## src/rtl/uart_word_packer_if.sv

```systemverilog
// rtl/uart_word_packer_if.sv - byte-in / word-out handshake bundle for uart_word_packer
interface uart_word_packer_if #(
    parameter int BYTE_W = 8,
    parameter int WORD_W = 16,
    parameter int CNT_W  = 3
);
    logic              uart_byte_ready;
    logic [BYTE_W-1:0] uart_byte;
    logic              word_valid;
    logic [WORD_W-1:0] word;
    logic              word_ready;
    logic [CNT_W-1:0]  word_count;
    logic              overflow;
    logic              clr_overflow;
    logic              resync;

    // Producer/consumer side: feeds bytes, consumes words
    modport master (
        output uart_byte_ready, uart_byte, word_ready, clr_overflow,
        input  word_valid, word, word_count, overflow, resync
    );

    // Packer side
    modport slave (
        input  uart_byte_ready, uart_byte, word_ready, clr_overflow,
        output word_valid, word, word_count, overflow, resync
    );
endinterface

```

## src/rtl/uart_word_packer.sv

```systemverilog
// rtl/uart_word_packer.sv - packs UART bytes LSB-first into words, buffers them in a FIFO; optional partial-word timeout via UART_PACKER_TIMEOUT_EN
module uart_word_packer #(
    parameter int BYTE_W         = 8,
    parameter int BYTES_PER_WORD = 2,
    parameter int FIFO_DEPTH     = 4,
    parameter int TIMEOUT_CYCLES = 8640
) (
    input logic           clk,
    input logic           rst,
    uart_word_packer_if.slave bus
);
    localparam int WORD_W = BYTE_W * BYTES_PER_WORD;
    localparam int IDX_W  = $clog2(BYTES_PER_WORD);
    localparam int PTR_W  = $clog2(FIFO_DEPTH);
    localparam int CNT_W  = PTR_W + 1;

    logic              ready_prev;
    logic [IDX_W-1:0]  byte_idx;
    logic [WORD_W-1:0] partial;

    logic [WORD_W-1:0] mem [FIFO_DEPTH];
    logic [PTR_W-1:0]  wr_ptr;
    logic [PTR_W-1:0]  rd_ptr;
    logic [CNT_W-1:0]  count;
    logic [WORD_W-1:0] head_q;
    logic              overflow_q;

    logic              byte_stb;
    logic              last_byte;
    logic              word_done;
    logic              full;
    logic              pop;
    logic              push;
    logic              drop;
    logic              timeout;
    logic [WORD_W-1:0] assembled;
    logic [WORD_W-1:0] next_head;

    // Rising-edge detect on the level-style data_ready and FIFO handshake decode
    always_comb begin
        byte_stb  = bus.uart_byte_ready & ~ready_prev;
        last_byte = (byte_idx == IDX_W'(BYTES_PER_WORD - 1));
        word_done = byte_stb & last_byte;
        full      = (count == CNT_W'(FIFO_DEPTH));
        pop       = (count != '0) & bus.word_ready;
        // A pop in the same cycle frees the slot, so a full FIFO can still accept
        push      = word_done & (~full | pop);
        drop      = word_done & full & ~pop;
    end

    // Insert the incoming byte at the current index; only used when byte_stb
    always_comb begin
        assembled = partial;
        for (int k = 0; k < BYTES_PER_WORD; k++) begin
            if (byte_idx == IDX_W'(k)) begin
                assembled[k*BYTE_W +: BYTE_W] = bus.uart_byte;
            end
        end
    end

    // Head word after this edge; holds its last value once the FIFO drains
    always_comb begin
        next_head = head_q;
        if (pop) begin
            if (count == CNT_W'(1)) begin
                if (push) begin
                    next_head = assembled;
                end
            end else begin
                next_head = mem[rd_ptr + PTR_W'(1)];
            end
        end else if ((count == '0) && push) begin
            next_head = assembled;
        end
    end

`ifdef UART_PACKER_TIMEOUT_EN
    localparam int TMR_W = $clog2(TIMEOUT_CYCLES + 1);

    logic [TMR_W-1:0] tmr;
    logic             resync_q;

    // An accepted byte in the expiry cycle takes priority over the discard
    always_comb begin
        timeout = (byte_idx != '0) & ~byte_stb & (tmr == TMR_W'(TIMEOUT_CYCLES - 1));
    end

    // Idle counter for a partially assembled word, plus the one-cycle resync pulse
    always_ff @(posedge clk or negedge rst) begin
        if (!rst) begin
            tmr      <= '0;
            resync_q <= 1'b0;
        end else begin
            resync_q <= timeout;
            if (byte_stb || timeout || (byte_idx == '0)) begin
                tmr <= '0;
            end else begin
                tmr <= tmr + TMR_W'(1);
            end
        end
    end

    assign bus.resync = resync_q;
`else
    // Without the timeout a partial word waits indefinitely and resync never pulses
    always_comb begin
        timeout = 1'b0;
    end

    assign bus.resync = (TIMEOUT_CYCLES < 0);
`endif

    // Byte index, partial word and edge-detect history
    always_ff @(posedge clk or negedge rst) begin
        if (!rst) begin
            ready_prev <= 1'b1;
            byte_idx   <= '0;
            partial    <= '0;
        end else begin
            ready_prev <= bus.uart_byte_ready;
            if (byte_stb) begin
                partial  <= assembled;
                byte_idx <= last_byte ? '0 : byte_idx + IDX_W'(1);
            end else if (timeout) begin
                byte_idx <= '0;
            end
        end
    end

    // FIFO storage; contents need no reset since count gates visibility
    always_ff @(posedge clk) begin
        if (push) begin
            mem[wr_ptr] <= assembled;
        end
    end

    // FIFO pointers, occupancy, registered head word and sticky overflow
    always_ff @(posedge clk or negedge rst) begin
        if (!rst) begin
            wr_ptr     <= '0;
            rd_ptr     <= '0;
            count      <= '0;
            head_q     <= '0;
            overflow_q <= 1'b0;
        end else begin
            if (push) begin
                wr_ptr <= wr_ptr + PTR_W'(1);
            end
            if (pop) begin
                rd_ptr <= rd_ptr + PTR_W'(1);
            end
            count  <= count + CNT_W'(push) - CNT_W'(pop);
            head_q <= next_head;
            if (drop) begin
                overflow_q <= 1'b1;
            end else if (bus.clr_overflow) begin
                overflow_q <= 1'b0;
            end
        end
    end

    assign bus.word_valid = (count != '0);
    assign bus.word       = head_q;
    assign bus.word_count = count;
    assign bus.overflow   = overflow_q;
endmodule

```

## src/flat_wrapper.sv

```systemverilog
// flat-port wrapper written by rule: the top's interface ports become plain ports
module uart_word_packer_flat 
#(
    parameter int BYTE_W         = 8,
    parameter int BYTES_PER_WORD = 2,
    parameter int FIFO_DEPTH     = 4,
    parameter int TIMEOUT_CYCLES = 8640
)
  (clk, rst, bus_uart_byte_ready, bus_uart_byte, bus_word_ready, bus_clr_overflow, bus_word_valid, bus_word, bus_word_count, bus_overflow, bus_resync);
  uart_word_packer_if #(.BYTE_W(BYTE_W), .WORD_W(16), .CNT_W(3)) bus_i ();
  input logic clk;
  input logic rst;
  input wire logic [$bits(bus_i.uart_byte_ready)-1:0] bus_uart_byte_ready;
  input wire logic [$bits(bus_i.uart_byte)-1:0] bus_uart_byte;
  input wire logic [$bits(bus_i.word_ready)-1:0] bus_word_ready;
  input wire logic [$bits(bus_i.clr_overflow)-1:0] bus_clr_overflow;
  output wire logic [$bits(bus_i.word_valid)-1:0] bus_word_valid;
  output wire logic [$bits(bus_i.word)-1:0] bus_word;
  output wire logic [$bits(bus_i.word_count)-1:0] bus_word_count;
  output wire logic [$bits(bus_i.overflow)-1:0] bus_overflow;
  output wire logic [$bits(bus_i.resync)-1:0] bus_resync;
  assign bus_i.uart_byte_ready = bus_uart_byte_ready;
  assign bus_i.uart_byte = bus_uart_byte;
  assign bus_i.word_ready = bus_word_ready;
  assign bus_i.clr_overflow = bus_clr_overflow;
  assign bus_word_valid = bus_i.word_valid;
  assign bus_word = bus_i.word;
  assign bus_word_count = bus_i.word_count;
  assign bus_overflow = bus_i.overflow;
  assign bus_resync = bus_i.resync;
  uart_word_packer #(.BYTE_W(BYTE_W), .BYTES_PER_WORD(BYTES_PER_WORD), .FIFO_DEPTH(FIFO_DEPTH), .TIMEOUT_CYCLES(TIMEOUT_CYCLES)) u_core (.clk(clk), .rst(rst), .bus(bus_i));
endmodule
```

## config.mk

```make
export PLATFORM = sky130hd
export DESIGN_NAME = uart_word_packer_flat
export DESIGN_NICKNAME = d
export VERILOG_FILES = /design/src/rtl/uart_word_packer_if.sv /design/src/rtl/uart_word_packer.sv /design/src/flat_wrapper.sv
export SDC_FILE = /design/constraint.sdc
export NUM_CORES = 1
export LEC_CHECK = 0
export BUFFER_PORTS_ARGS = -buffer_cell sky130_fd_sc_hd__buf_4
export CAP_MARGIN = 20
export CELL_PAD_IN_SITES_DETAIL_PLACEMENT = 1
export CELL_PAD_IN_SITES_GLOBAL_PLACEMENT = 1
export CORE_MARGIN = 8
export CORE_UTILIZATION = 52
export CTS_BUF_LIST = sky130_fd_sc_hd__clkbuf_2 sky130_fd_sc_hd__clkbuf_4 sky130_fd_sc_hd__clkbuf_8
export CTS_CLUSTER_DIAMETER = 150
export DETAILED_ROUTE_END_ITERATION = 6
export PLACE_DENSITY = 0.77
export SYNTH_ARGS = -nofsm -noshare
export SYNTH_HDL_FRONTEND = slang
export SYNTH_SLANG_ARGS = --single-unit
export TNS_END_PERCENT = 50
```

## constraint.sdc

```tcl
create_clock -name clk -period 2.9 [get_ports clk]
set_input_delay 0.29 -clock clk [delete_from_list [all_inputs] [get_ports clk]]
set_output_delay 0.29 -clock clk [all_outputs]
set_load 0.02 [all_outputs]
```

After elaboration in Yosys (flattened, before gate mapping)
Memory sizes are Yosys's and may differ from the RTL's.
Index checks and enable logic that the tools add are counted.
- eq/ne operators: 3
- bitwise operators: 10
- mux-type cells: 11
- reductions and logical operators: 6
- add/sub/neg operators: 5
- operators with widths (operator ; number):
    16-bit two-way mux ; 4
    8-bit two-way mux ; 2
    1-bit bitwise AND ; 6
    1-bit two-way mux ; 5
    2-bit by 1-bit adder with 2-bit output, second input constant ; 2
    2-bit nonzero test ; 2
    3-bit by 1-bit adder with 3-bit output ; 1
    3-bit by 1-bit equality test with 1-bit output, second input constant ; 1
    3-bit equality test, second input constant ; 1
    3-bit logical NOT ; 1
    3-bit != test, second input constant ; 1
    1-bit inverter ; 3
    3-bit nonzero test ; 1
    3-bit by 1-bit subtractor with 3-bit output ; 1
    2-bit AND reduction ; 1
    1-bit adder, second input constant ; 1
    1-bit logical AND ; 1
    1-bit bitwise OR ; 1
- logic and storage cells: 44
- memories: 1
- output and inout port bits: 22
- input bits: 13
- RAM bits: 64
- register bits: 42
- memories (memory ; words ; width ; read ports ; clocked after Yosys merged registers in ; write ports ; line ; RTL):
    u_core.mem ; 4 ; 16 ; 1 ; 0 ; 1 ; uart_word_packer.sv:21 ; logic [WORD_W-1:0] mem [FIFO_DEPTH];

Logic depth before layout (Yosys ltp)
Gate-level depths: netlist (run 1).
- depth after elaboration: 7
- gate-level depth with buffers: 9
- mapped depth without buffers: 9

Worst setup path after synthesis (run 1)
Ideal clock, no wire load.
- path type: flip-flop to flip-flop
- start: reg u_core.count[1], in the netlist u_core.bus.word_count[1]
- end: reg u_core.count[2], in the netlist u_core.bus.word_count[2]
- path slack: 0.447 ns
- setup time: 0.124 ns
- clock period less this slack: 2.453 ns
- buffers on the path: 0
- arrival time: 2.329 ns
- cell stages (with the launch flop): 10
- required time: 2.776 ns
- path through: dfrtp_1 nor3_4 inv_2 and2_1 ha_1 inv_1 ha_1 fa_1 xnor2_1 xnor2_1
- word-level cells in the longest chain between the ends: 6
- elaborated cells between the ends (all ways): 8
- those cells by class: 2 x add/sub; 1 x eq/ne; 4 x bitwise; 1 x reduce/logical
- RTL lines (item ; line ; RTL):
    from (decl) ; uart_word_packer.sv:24 ; logic [CNT_W-1:0] count;
    from (signal assigned) ; uart_word_packer.sv:152 ; count <= count + CNT_W'(push) - CNT_W'(pop);
    3-bit nonzero test * ; n/a ;
    net bus_word_valid ; flat_wrapper.sv:17 ; output wire logic [$bits(bus_i.word_valid)-1:0] bus_word_valid;
    1-bit bitwise AND * ; uart_word_packer.sv:45 ; pop = (count != '0) & bus.word_ready;
    net u_core.pop ; uart_word_packer.sv:32 ; logic pop;
    1-bit bitwise OR ; uart_word_packer.sv:47 ; push = word_done & (~full | pop);
    1-bit bitwise AND ; uart_word_packer.sv:47 ;
    3-bit by 1-bit adder with 3-bit output ; uart_word_packer.sv:152 ;
    3-bit by 1-bit subtractor with 3-bit output * ; uart_word_packer.sv:152 ;
The timed path passes the listed nets; every way through them passes the cells marked *.
A chain may end at the register's enable or synchronous reset.

Final worst setup path (run 1)
- start: reg u_core.count[1], in the netlist u_core.bus.word_count[1]
- end: reg u_core.count[2], in the netlist u_core.bus.word_count[2]
- word-level cells in the longest chain between the ends: 6
- elaborated cells between the ends (all ways): 8
- those cells by class: 2 x add/sub; 1 x eq/ne; 4 x bitwise; 1 x reduce/logical
- RTL lines (item ; line):
    3-bit nonzero test * ; uart_word_packer.sv:45
    1-bit bitwise AND * ; uart_word_packer.sv:45
    net u_core.pop ; uart_word_packer.sv:32
    1-bit bitwise OR ; uart_word_packer.sv:47
    1-bit bitwise AND ; uart_word_packer.sv:47
    3-bit by 1-bit adder with 3-bit output ; uart_word_packer.sv:152
    3-bit by 1-bit subtractor with 3-bit output * ; uart_word_packer.sv:152
Marks and branches as above.

==> results of run 1 <==
[per-layer routing]
metal  share of wire  global-route usage  wire [µm]  vias up
li1                -                   -          -     1174
met1            0.46              0.2385       4616     1352
met2            0.48              0.2864       4790       71
met3           0.040             0.02989        400       11
met4           0.014             0.07040        140        0
met5               0                   0          0        -
[cells in the final DEF (no fill, tap or decap), drive strengths merged, types with 6 or more instances in the layout]
cell type	Yosys	final
dfrtp	41	41
ha	6	6
clkbuf	1	11
nand2	57	57
o211ai	16	16
edfxtp	64	64
mux4	16	16
inv	8	8
o2111ai	16	16
mux2	25	25
buf	18	43
[area by class of cell]
type,count,area share
Tap cell,108,0.02642
Clock buffer,11,0.02838
Clock inverter,4,0.01052
Inverter,8,0.005871
Sequential cell,106,0.5815
Multi-Input combinational cell,160,0.2823
Timing Repair Buffer,44,0.06507
[stage by stage]
stage	hold slack (ns)	setup WS (ns)	power, mW
3_5_place_dp	0.3386	0.6403	4.303
6_report	0.05768	0.6369	5.163
5_1_grt	0.03485	0.4767	5.452
2_1_floorplan	-0.005591	0.4471	3.672
3_3_place_gp	0.3312	0.7208	4.201
4_1_cts	0.03307	0.6026	5.220
[flip-flops by register name, indices dropped and copies added (netlist names)]
register	cells
u_core.wr_ptr	2
u_core.rd_ptr	2
u_core.bus.word	16
u_core.bus.overflow	1
u_core.byte_idx	1
u_core.ready_prev	1
u_core.bus.word_count	3
u_core.mem	64
u_core.partial	16
[path summary, 6_finish.rpt]
kind / cells past startpoint / end / slack [ns] / startpoint
worst max-delay path: 9 / u_core.bus.word_count[2] / 0.64 / u_core.bus.word_count[1]
worst min register to register: 2 / u_core.partial[12] / 0.48 / u_core.partial[12]
worst min-delay path: 1 / u_core.ready_prev / 0.06 / bus_uart_byte_ready
max in group asynchronous: 2 / u_core.partial[5] / 2.03 / rst
min in group asynchronous: 2 / u_core.bus.word[11] / 0.47 / rst
worst max register to register: 9 / u_core.bus.word_count[2] / 0.64 / u_core.bus.word_count[1]
[power by group through the flow]
stage               clock [mW]  sequential [mW]  combinational (mW)
floorplan                    0             2.46                1.21
global placement             0             2.39                1.81
detailed placement           0             2.42                1.88
CTS                      0.942             2.39                1.89
global route             0.986             2.43                2.04
finish                   0.918             2.38                1.87
[critical path: stages, from the launching register on]
cell and delay, ns:
dfrtp_1 0.50, nor3_4 0.24, inv_2 0.06, and2_1 0.18, ha_1 0.27, inv_1 0.04, ha_1 0.18, fa_1 0.38
xnor2_1 0.18, xnor2_1 0.14
[cell families (layout without fill, tap and decap cells)]
group                    count (synthesis)  after routing  synth area share
adder cells (fa/ha/maj)                  7              7           0.02073
flip-flops                             106            106            0.6482
AND/OR/NAND/NOR                         69             69           0.07145
XOR/XNOR                                 6              6           0.01145
AO/OA/AOI/OAI                           36             36           0.06381
buffers and inverters                   27             67           0.03790
other                                    1              1         0.0008173
multiplexers                            41             41            0.1456
[repair_timing]
item | CTS | global route
endpoints found under the setup margin | 0 | 0
endpoints found under the hold margin | 41 | 0
hold buffers | 1 | 0
==> impl_metrics.json, run 1 <==
{
  "fin_util": 0.5923,
  "synth_area_per_cell_um2": 15.66,
  "antenna_cells": 0,
  "power_frac_seq": 0.461,
  "grt-ovfl-total": 0,
  "drt_iter0_markers": 110,
  "yosysTopAreaCell": "edfxtp_1",
  "drtAntennaViolNets": 0,
  "placed_cells": 425,
  "rows": 34,
  "min_period_ns": 2.263,
  "core_area_um2": 8636,
  "firstDrtPassIters": 4,
  "globalplace.congestion": 0.7288,
  "cts_resized": 0,
  "synth_cell_types": 32,
  "layout.cells.non_filler": 441,
  "cts_tree": "yes",
  "max_freq_mhz": 441.9,
  "synth.cell_area_um2": 4588,
  "syn-num-nets": 313,
  "synth_seq_cells": 106,
  "multiInputGateArea_um2": 1444,
  "syn_inst": 293,
  "path_class": "reg2reg",
  "final_cell_area_um2": 5115,
  "post_cts_buffers": 0,
  "vias_per_cell": 5.914,
  "cp-end-kind": "flop",
  "wl_um": 9946,
  "drive_above_1_share": 0.3003,
  "leakagePower_nw": 1.956,
  "grt_max_degree": 43,
  "grt_pass1_wl_um": 15950,
  "irDropWorstVdd_mv": 0.3986,
  "dp_hpwl_um": 6438,
  "clkSlewWorstSetupHoldPaths_ns": 0.09,
  "grt_pass1_vias": 2910,
  "ys.flop_type": "edfxtp_1",
  "synth_area_leaders": "edfxtp_1, dfrtp_1, mux2_2",
  "critPathRequiredTime_ns": 3.18,
  "io_pins": 35,
  "synth.most_common_cell": "edfxtp_1",
  "fin_nets": 349,
  "cap_violations": 0,
  "setup_tns_ns": 0,
  "status": "completed",
  "synth-async-reset-ratio": 0.3962,
  "io_buffers": 33,
  "n_fill_cell": 806,
  "startpoint_type": "flop",
  "placed_area_um2": 4906,
  "yosysWarnings": 0,
  "switching_share": 0.3482,
  "fp.dieW_um": 109.9,
  "cts_buffers": 9,
  "pwr-share-clk": 0.178,
  "wl_per_cell_um": 22.55,
  "slew_viol_final": 0,
  "hp-class": "in2reg",
  "vias": 2608,
  "synthTopCellsByCount": "edfxtp_1, nand2_1, dfrtp_1",
  "clock_skew_ns": 0.01082,
  "grt_use_total": 0.1788,
  "post-route-period-util": 0.7804,
  "syn_to_final_growth_pct": 11.48,
  "htreeDepth": 3,
  "synth_top_area_frac": 0.4189,
  "p_switching_mw": 1.798,
  "rsz0062_at_grt": "false",
  "dieArea_um2": 12080,
  "worstSkewPairLatency_ns": 0.36,
  "setup_viol": 0,
  "synth_edf_count": 64,
  "tightest_slew_ns": 0.8465,
  "seqCellArea_um2": 2974,
  "cts_sinks": 106,
  "root_buffer": "clkbuf_8",
  "initial_utilization": 0.5313,
  "clockBufferDepth": 2,
  "p_int_mw": 3.365,
  "critPathMaxFanout": 6,
  "cp.arrival_ns": 2.54,
  "grt_antenna_before_repair": 0,
  "hold_viol": 0,
  "power_density_nw_per_um2": 1009,
  "die_h_um": 109.9,
  "slew_headroom": 0.4357,
  "drc_errors": 0,
  "pwr-share-comb": 0.362,
  "ys_seq_area_frac": 0.6482
}
No activity file was read; power rests on OpenSTA's default activity.
==> run 2, diff against run 1 <==
--- a/config.mk
+++ b/config.mk
@@ -5,16 +5,17 @@
 export SDC_FILE = /design/constraint.sdc
 export NUM_CORES = 1
 export LEC_CHECK = 0
+export ABC_AREA = 1
 export BUFFER_PORTS_ARGS = -buffer_cell sky130_fd_sc_hd__buf_4
 export CAP_MARGIN = 20
 export CELL_PAD_IN_SITES_DETAIL_PLACEMENT = 1
 export CELL_PAD_IN_SITES_GLOBAL_PLACEMENT = 1
 export CORE_MARGIN = 8
-export CORE_UTILIZATION = 52
+export CORE_UTILIZATION = 44
 export CTS_BUF_LIST = sky130_fd_sc_hd__clkbuf_2 sky130_fd_sc_hd__clkbuf_4 sky130_fd_sc_hd__clkbuf_8
 export CTS_CLUSTER_DIAMETER = 150
 export DETAILED_ROUTE_END_ITERATION = 6
-export PLACE_DENSITY = 0.77
+export PLACE_DENSITY = 0.74
 export SYNTH_ARGS = -nofsm -noshare
 export SYNTH_HDL_FRONTEND = slang
 export SYNTH_SLANG_ARGS = --single-unit
==> constraint.sdc (replaced) <==
create_clock -name clk -period 1.95 [get_ports clk]
set_input_delay 0.195 -clock clk [delete_from_list [all_inputs] [get_ports clk]]
set_output_delay 0.195 -clock clk [all_outputs]
set_load 0.02 [all_outputs]
==> impl_metrics.json, run 2 <==
{
  "syn-num-nets": 550,
  "largest_reg_flops": 64,
  "core_area_um2": 10890,
  "grt_antenna_before_repair": 0,
  "grt_pass1_vias": 3888,
  "leakagePower_nw": 2.693,
  "clockBufferDepth": 2,
  "slew_headroom": 0.6048,
  "drive_above_1_share": 0.1583,
  "clkSlewWorstSetupHoldPaths_ns": 0.09,
  "layout_commonest_cell": "nand2_1",
  "post_synth_and_or_nand_nor_area_fraction": 0.2674,
  "worstSkewPairLatency_ns": 0.39,
  "place_ws_ns": 0.03198,
  "synth-async-reset-ratio": 0.3962,
  "tightest_slew_ns": 0.5928,
  "drtAntennaViolNets": 0,
  "layout.cells.non_filler": 715,
  "syn_to_final_growth_pct": 14.13,
  "initial_utilization": 0.4529,
  "cap_violations": 0,
  "path_class": "reg2reg",
  "root_buffer": "clkbuf_8",
  "synth.most_common_cell": "nand2_1",
  "syn_inst": 530,
  "synth_compound_area_frac": 0.01954,
  "slew_viol_final": 0,
  "min_period_ns": 1.884,
  "min_from": "bus_clr_overflow",
  "layout_setup_ws_ns": 0.06591,
  "rows": 38,
  "ys.flop_type": "edfxtp_1",
  "synth_edf_count": 64,
  "r2r_start": "u_core.bus.word_count[1]",
  "cts_tree": "yes",
  "hold_viol": 0,
  "hp-class": "in2reg",
  "io_buffers": 33,
  "irDropWorstVdd_mv": 0.6926,
  "max_freq_mhz": 530.8,
  "grt_pass1_wl_um": 20510,
  "synth_top_area_frac": 0.3897,
  "antenna_cells": 0,
  "r2r_setup_slack_ns": 0.07,
  "dp_hpwl_um": 8660,
  "clock_skew_ns": 0.01137,
  "n_fill_cell": 1259,
  "grt_use_total": 0.1823,
  "globalplace.congestion": 0.7576,
  "synth_seq_cells": 106,
  "die_h_um": 121.9,
  "synth_cell_types": 29,
  "startpoint_type": "flop",
  "synthMuxAreaShare": 0,
  "synth_area_leaders": "edfxtp_1, dfrtp_1, nand2_1",
  "final_cell_mix": "nand2_1, edfxtp_1, inv_1, buf_4, nand3_1",
  "fin_nets": 590,
  "drc_errors": 0,
  "cts_buffers": 9,
  "grt-ovfl-total": 0,
  "cp.arrival_ns": 2.16,
  "io_pins": 35,
  "power_density_nw_per_um2": 1451,
  "placed_cells": 696,
  "cts_resized": 0,
  "wl_um": 12680,
  "cp-end-kind": "flop",
  "synth.cell_area_um2": 4931,
  "synth_top_family_by_area": "simple AND/OR/NAND/NOR gates",
  "wl_per_cell_um": 17.73,
  "post-route-period-util": 0.9662,
  "critPathRequiredTime_ns": 2.22,
  "synth_area_per_cell_um2": 9.304,
  "ys_seq_area_frac": 0.6031,
  "htreeDepth": 3,
  "dieArea_um2": 14850,
  "cts_sinks": 106,
  "status": "completed",
  "firstDrtPassIters": 4,
  "yosysTopAreaCell": "edfxtp_1",
  "synth_adder_area_share": 0.01928,
  "startpoint": "u_core.bus.word_count[1]",
  "grt_max_degree": 43,
  "yosysWarnings": 0,
  "critPathMaxFanout": 4,
  "synth_xor_area_frac": 0.007105,
  "vias": 3576,
  "drt_iter0_markers": 191,
  "fp.dieW_um": 121.9,
  "synthTopCellsByCount": "nand2_1, edfxtp_1, inv_1",
  "vias_per_cell": 5.001,
  "setup_viol": 0,
  "regMostFlops": "u_core.mem"
}
[run 2: changes by cell type after synthesis, sizes merged, moves of 16 or more]
cell / change
o2111ai: -16
mux2: -25
nand3: +47
mux4: -16
nand2: +180
inv: +52
nor2: +23
o211ai: -16
[run 2: repair_timing]
action                                  CTS  global route
hold buffers                              2             0
endpoints found under the setup margin    0             2
endpoints found under the hold margin    42             0
setup buffers                             0             1
[run 2: worst max-delay path, cell delays in order, from the launching register on]
cell     delay (ns)
dfrtp_2        0.46
nor2_4         0.15
nand2_4        0.07
nand2_4        0.09
inv_2          0.05
ha_4           0.26
inv_2          0.03
ha_4           0.15
fa_2           0.35
xor2_1         0.15
[run 2: cell type report]
class                           instances  area, µm²  area share
Sequential cell                       106       2977      0.5289
Multi-Input combinational cell        341       1584      0.2815
Timing Repair Buffer                   52      395.4     0.07025
Inverter                               60      230.2     0.04091
Tap cell                              140      175.2     0.03112
Clock buffer                           11      138.9     0.02468
Clock inverter                          5      127.6     0.02268
[run 2: worst paths after layout]
check,end,depth (start not counted)
setup / recovery,u_core.bus.word_count[2],9
hold / removal,u_core.bus.overflow,2
setup reg to reg,u_core.bus.word_count[2],9
hold reg to reg,u_core.partial[8],2
max in group asynchronous,u_core.bus.word_count[1],2
min in group asynchronous,u_core.partial[6],2
[run 2: where the power goes]
part / internal [mW] / switching [mW] / leakage [nW]
Clock: 1.01 / 0.747 / 0.131
Combinational: 1.07 / 2.16 / 1.47
Sequential: 2.91 / 0.261 / 1.09
[run 2: logic make-up after synthesis]
kind of cell	count (synthesis)
DFF	106
other	1
xor gates and xnor gates	4
AOI/OAI and AO/OA	19
and+or+nand+nor	310
buffers and inverters	83
adders and majority gates	7
[run 2: per-layer routing]
layer / up-vias / GRT usage / wire length, µm
met4: 0 / 0.06785 / 216
met1: 1753 / 0.2258 / 5471
met5: - / 0 / 0
met2: 73 / 0.3150 / 6469
met3: 17 / 0.02730 / 518
li1: 1733 / - / -
[run 2: through the flow]
| stage | utilization | total power, mW | hold slack, ns | TNS, ns | instance area [µm²] |
|---|---|---|---|---|---|
| 2_1_floorplan | - | 5.363 | -0.1006 | -0.0005167 | 4969 |
| 3_3_place_gp | 0.4899 | 6.291 | 0.2398 | 0 | 5334 |
| 3_5_place_dp | 0.4899 | 6.489 | 0.2458 | 0 | 5334 |
| 4_1_cts | 0.5162 | 8.253 | 0.007253 | 0 | 5620 |
| 5_1_grt | 0.5169 | 8.717 | 0.02294 | -0.008963 | 5628 |
| 6_report | 0.5169 | 8.167 | 0.01524 | 0 | 5628 |
==> run 3, diff against run 2 <==
--- a/config.mk
+++ b/config.mk
@@ -15,7 +15,8 @@
 export CTS_BUF_LIST = sky130_fd_sc_hd__clkbuf_2 sky130_fd_sc_hd__clkbuf_4 sky130_fd_sc_hd__clkbuf_8
 export CTS_CLUSTER_DIAMETER = 150
 export DETAILED_ROUTE_END_ITERATION = 6
-export PLACE_DENSITY = 0.74
+export PLACE_DENSITY = 0.76
+export RECOVER_POWER = 25
 export SYNTH_ARGS = -nofsm -noshare
 export SYNTH_HDL_FRONTEND = slang
 export SYNTH_SLANG_ARGS = --single-unit
==> impl_metrics.json, run 3 (same netlist as run 2, synthesis figures left out) <==
{
  "multiInputGateArea_um2": 1584,
  "post-route-period-util": 0.9674,
  "initial_utilization": 0.4529,
  "min_period_ns": 1.886,
  "vias": 3581,
  "grt_pass1_wl_um": 20180,
  "drive_above_1_share": 0.1334,
  "clock_skew_ns": 0.01112,
  "cts_resized": 0,
  "grt_pass1_vias": 3888,
  "placed_cells": 696,
  "critPathRequiredTime_ns": 2.20,
  "tightest_slew_ns": 1.181,
  "hold_viol": 0,
  "irDropWorstVdd_mv": 1.100,
  "globalplace.congestion": 0.7688,
  "largest_reg_flops": 64,
  "cts_buffers": 9,
  "grt_use_total": 0.1783,
  "cp-end-kind": "flop",
  "final_cell_mix": "nand2_1, edfxtp_1, inv_1, nand3_1, dfrtp_1",
  "dieArea_um2": 14850,
  "firstDrtPassIters": 4,
  "final_cell_area_um2": 5519,
  "max_freq_mhz": 530.1,
  "top_layer_used": "met4",
  "fin_util": 0.5069,
  "wl_um": 12650,
  "slew_viol_final": 0,
  "hp-class": "in2reg",
  "syn_to_final_growth_pct": 11.93,
  "hold_slack_ns": 0.2038,
  "fin_nets": 592,
  "wl_met1_um": 5578,
  "layout.cells.non_filler": 717,
  "seqCellArea_um2": 2977,
  "cts_sinks": 106,
  "startpoint_type": "flop",
  "drc_errors": 0,
  "layout_commonest_cell": "nand2_1",
  "root_buffer": "clkbuf_8",
  "wl_met2_um": 6438,
  "clockBufferDepth": 2,
  "io_pins": 35,
  "placed_area_um2": 5334,
  "wl_per_cell_um": 17.64,
  "io_buffers": 33,
  "clkSlewWorstSetupHoldPaths_ns": 0.10,
  "die_h_um": 121.9,
  "core_area_um2": 10890,
  "status": "completed",
  "slew_headroom": 0.2130,
  "vias_per_cell": 4.994,
  "regMostFlops": "u_core.mem",
  "worstSkewPairLatency_ns": 0.38,
  "grt_antenna_before_repair": 0,
  "cap_violations": 0,
  "wl_met3_um": 553,
  "drt_iter0_markers": 176,
  "path_class": "reg2reg",
  "grt-ovfl-total": 0,
  "critPathMaxFanout": 4,
  "cts_tree": "yes",
  "n_fill_cell": 1281,
  "layout_setup_ws_ns": 0.06362,
  "dp_hpwl_um": 8643,
  "cp.arrival_ns": 2.14,
  "place_ws_ns": 0.03730,
  "grt_max_degree": 43,
  "rsz0062_at_grt": "false",
  "fp.dieW_um": 121.9,
  "htreeDepth": 3,
  "setup_viol": 0,
  "drtAntennaViolNets": 0,
  "antenna_cells": 0,
  "power_density_nw_per_um2": 1391,
  "rows": 38,
  "leakagePower_nw": 2.618
}
run 3: changes by cell type in the layout (fill, tap and decap cells not counted):
cell / delta
bufinv_16: -3
clkinvlp_4: -1
clkinv_4: +2
buf_4: -15
dlygate4sd3_1: +1
clkbuf_2: +1
clkinv_2: +1
clkbuf_4: +1
clkbuf_1: +15
run 3: critical path, stage by stage (launching register included):
cell and delay [ns]:
dfrtp_2 0.46, nor2_4 0.19, nand2_4 0.08, nand2_4 0.08, inv_2 0.04, ha_4 0.25, inv_2 0.03, ha_4 0.14
fa_2 0.34, xor2_1 0.15
run 3: area by class of cell:
class                      instances  share of cell area
clock buffer                      12             0.02652
clock inverter                     4            0.009522
inverter                          60             0.04171
multi-input combinational        341              0.2870
sequential                       106              0.5393
tap                              140             0.03174
timing repair buffer              54             0.06416
run 3: power breakdown:
part,internal (mW),switching (mW)
Clock,0.641,0.743
Sequential,2.91,0.254
Combinational,0.961,2.17
run 3: worst paths after layout:
| kind | from | to | slack [ns] | cells after the start |
|---|---|---|---|---|
| hold / removal | bus_word_ready | u_core.rd_ptr[1] | 0.20 | 4 |
| hold reg to reg | u_core.partial[4] | u_core.partial[4] | 0.50 | 2 |
| setup reg to reg | u_core.bus.word_count[1] | u_core.bus.word_count[2] | 0.06 | 9 |
| setup / recovery | u_core.bus.word_count[1] | u_core.bus.word_count[2] | 0.06 | 9 |
| min in group asynchronous | rst | u_core.partial[14] | 0.59 | 2 |
| max in group asynchronous | rst | u_core.bus.word_count[1] | 0.57 | 2 |
run 3: per-stage QoR:
stage            TNS [ns]  power (mW)
5_1_grt                 0       8.194
6_report                0       7.678
2_1_floorplan  -0.0005167       5.363
4_1_cts                 0       7.875
3_5_place_dp            0       6.481
3_3_place_gp            0       6.295
run 3: what timing repair did:
action / CTS / global route
hold buffers: 3 / 0
setup endpoints to repair: 0 / 1
hold endpoints to repair: 43 / 0
setup buffers: 0 / 2
run 3: per-layer routing:
layer | GRT usage | up-vias
met1 | 0.2105 | 1783
met3 | 0.04581 | 8
met4 | 0.03315 | 0
met2 | 0.3211 | 51
li1 | - | 1739
met5 | 0 | -
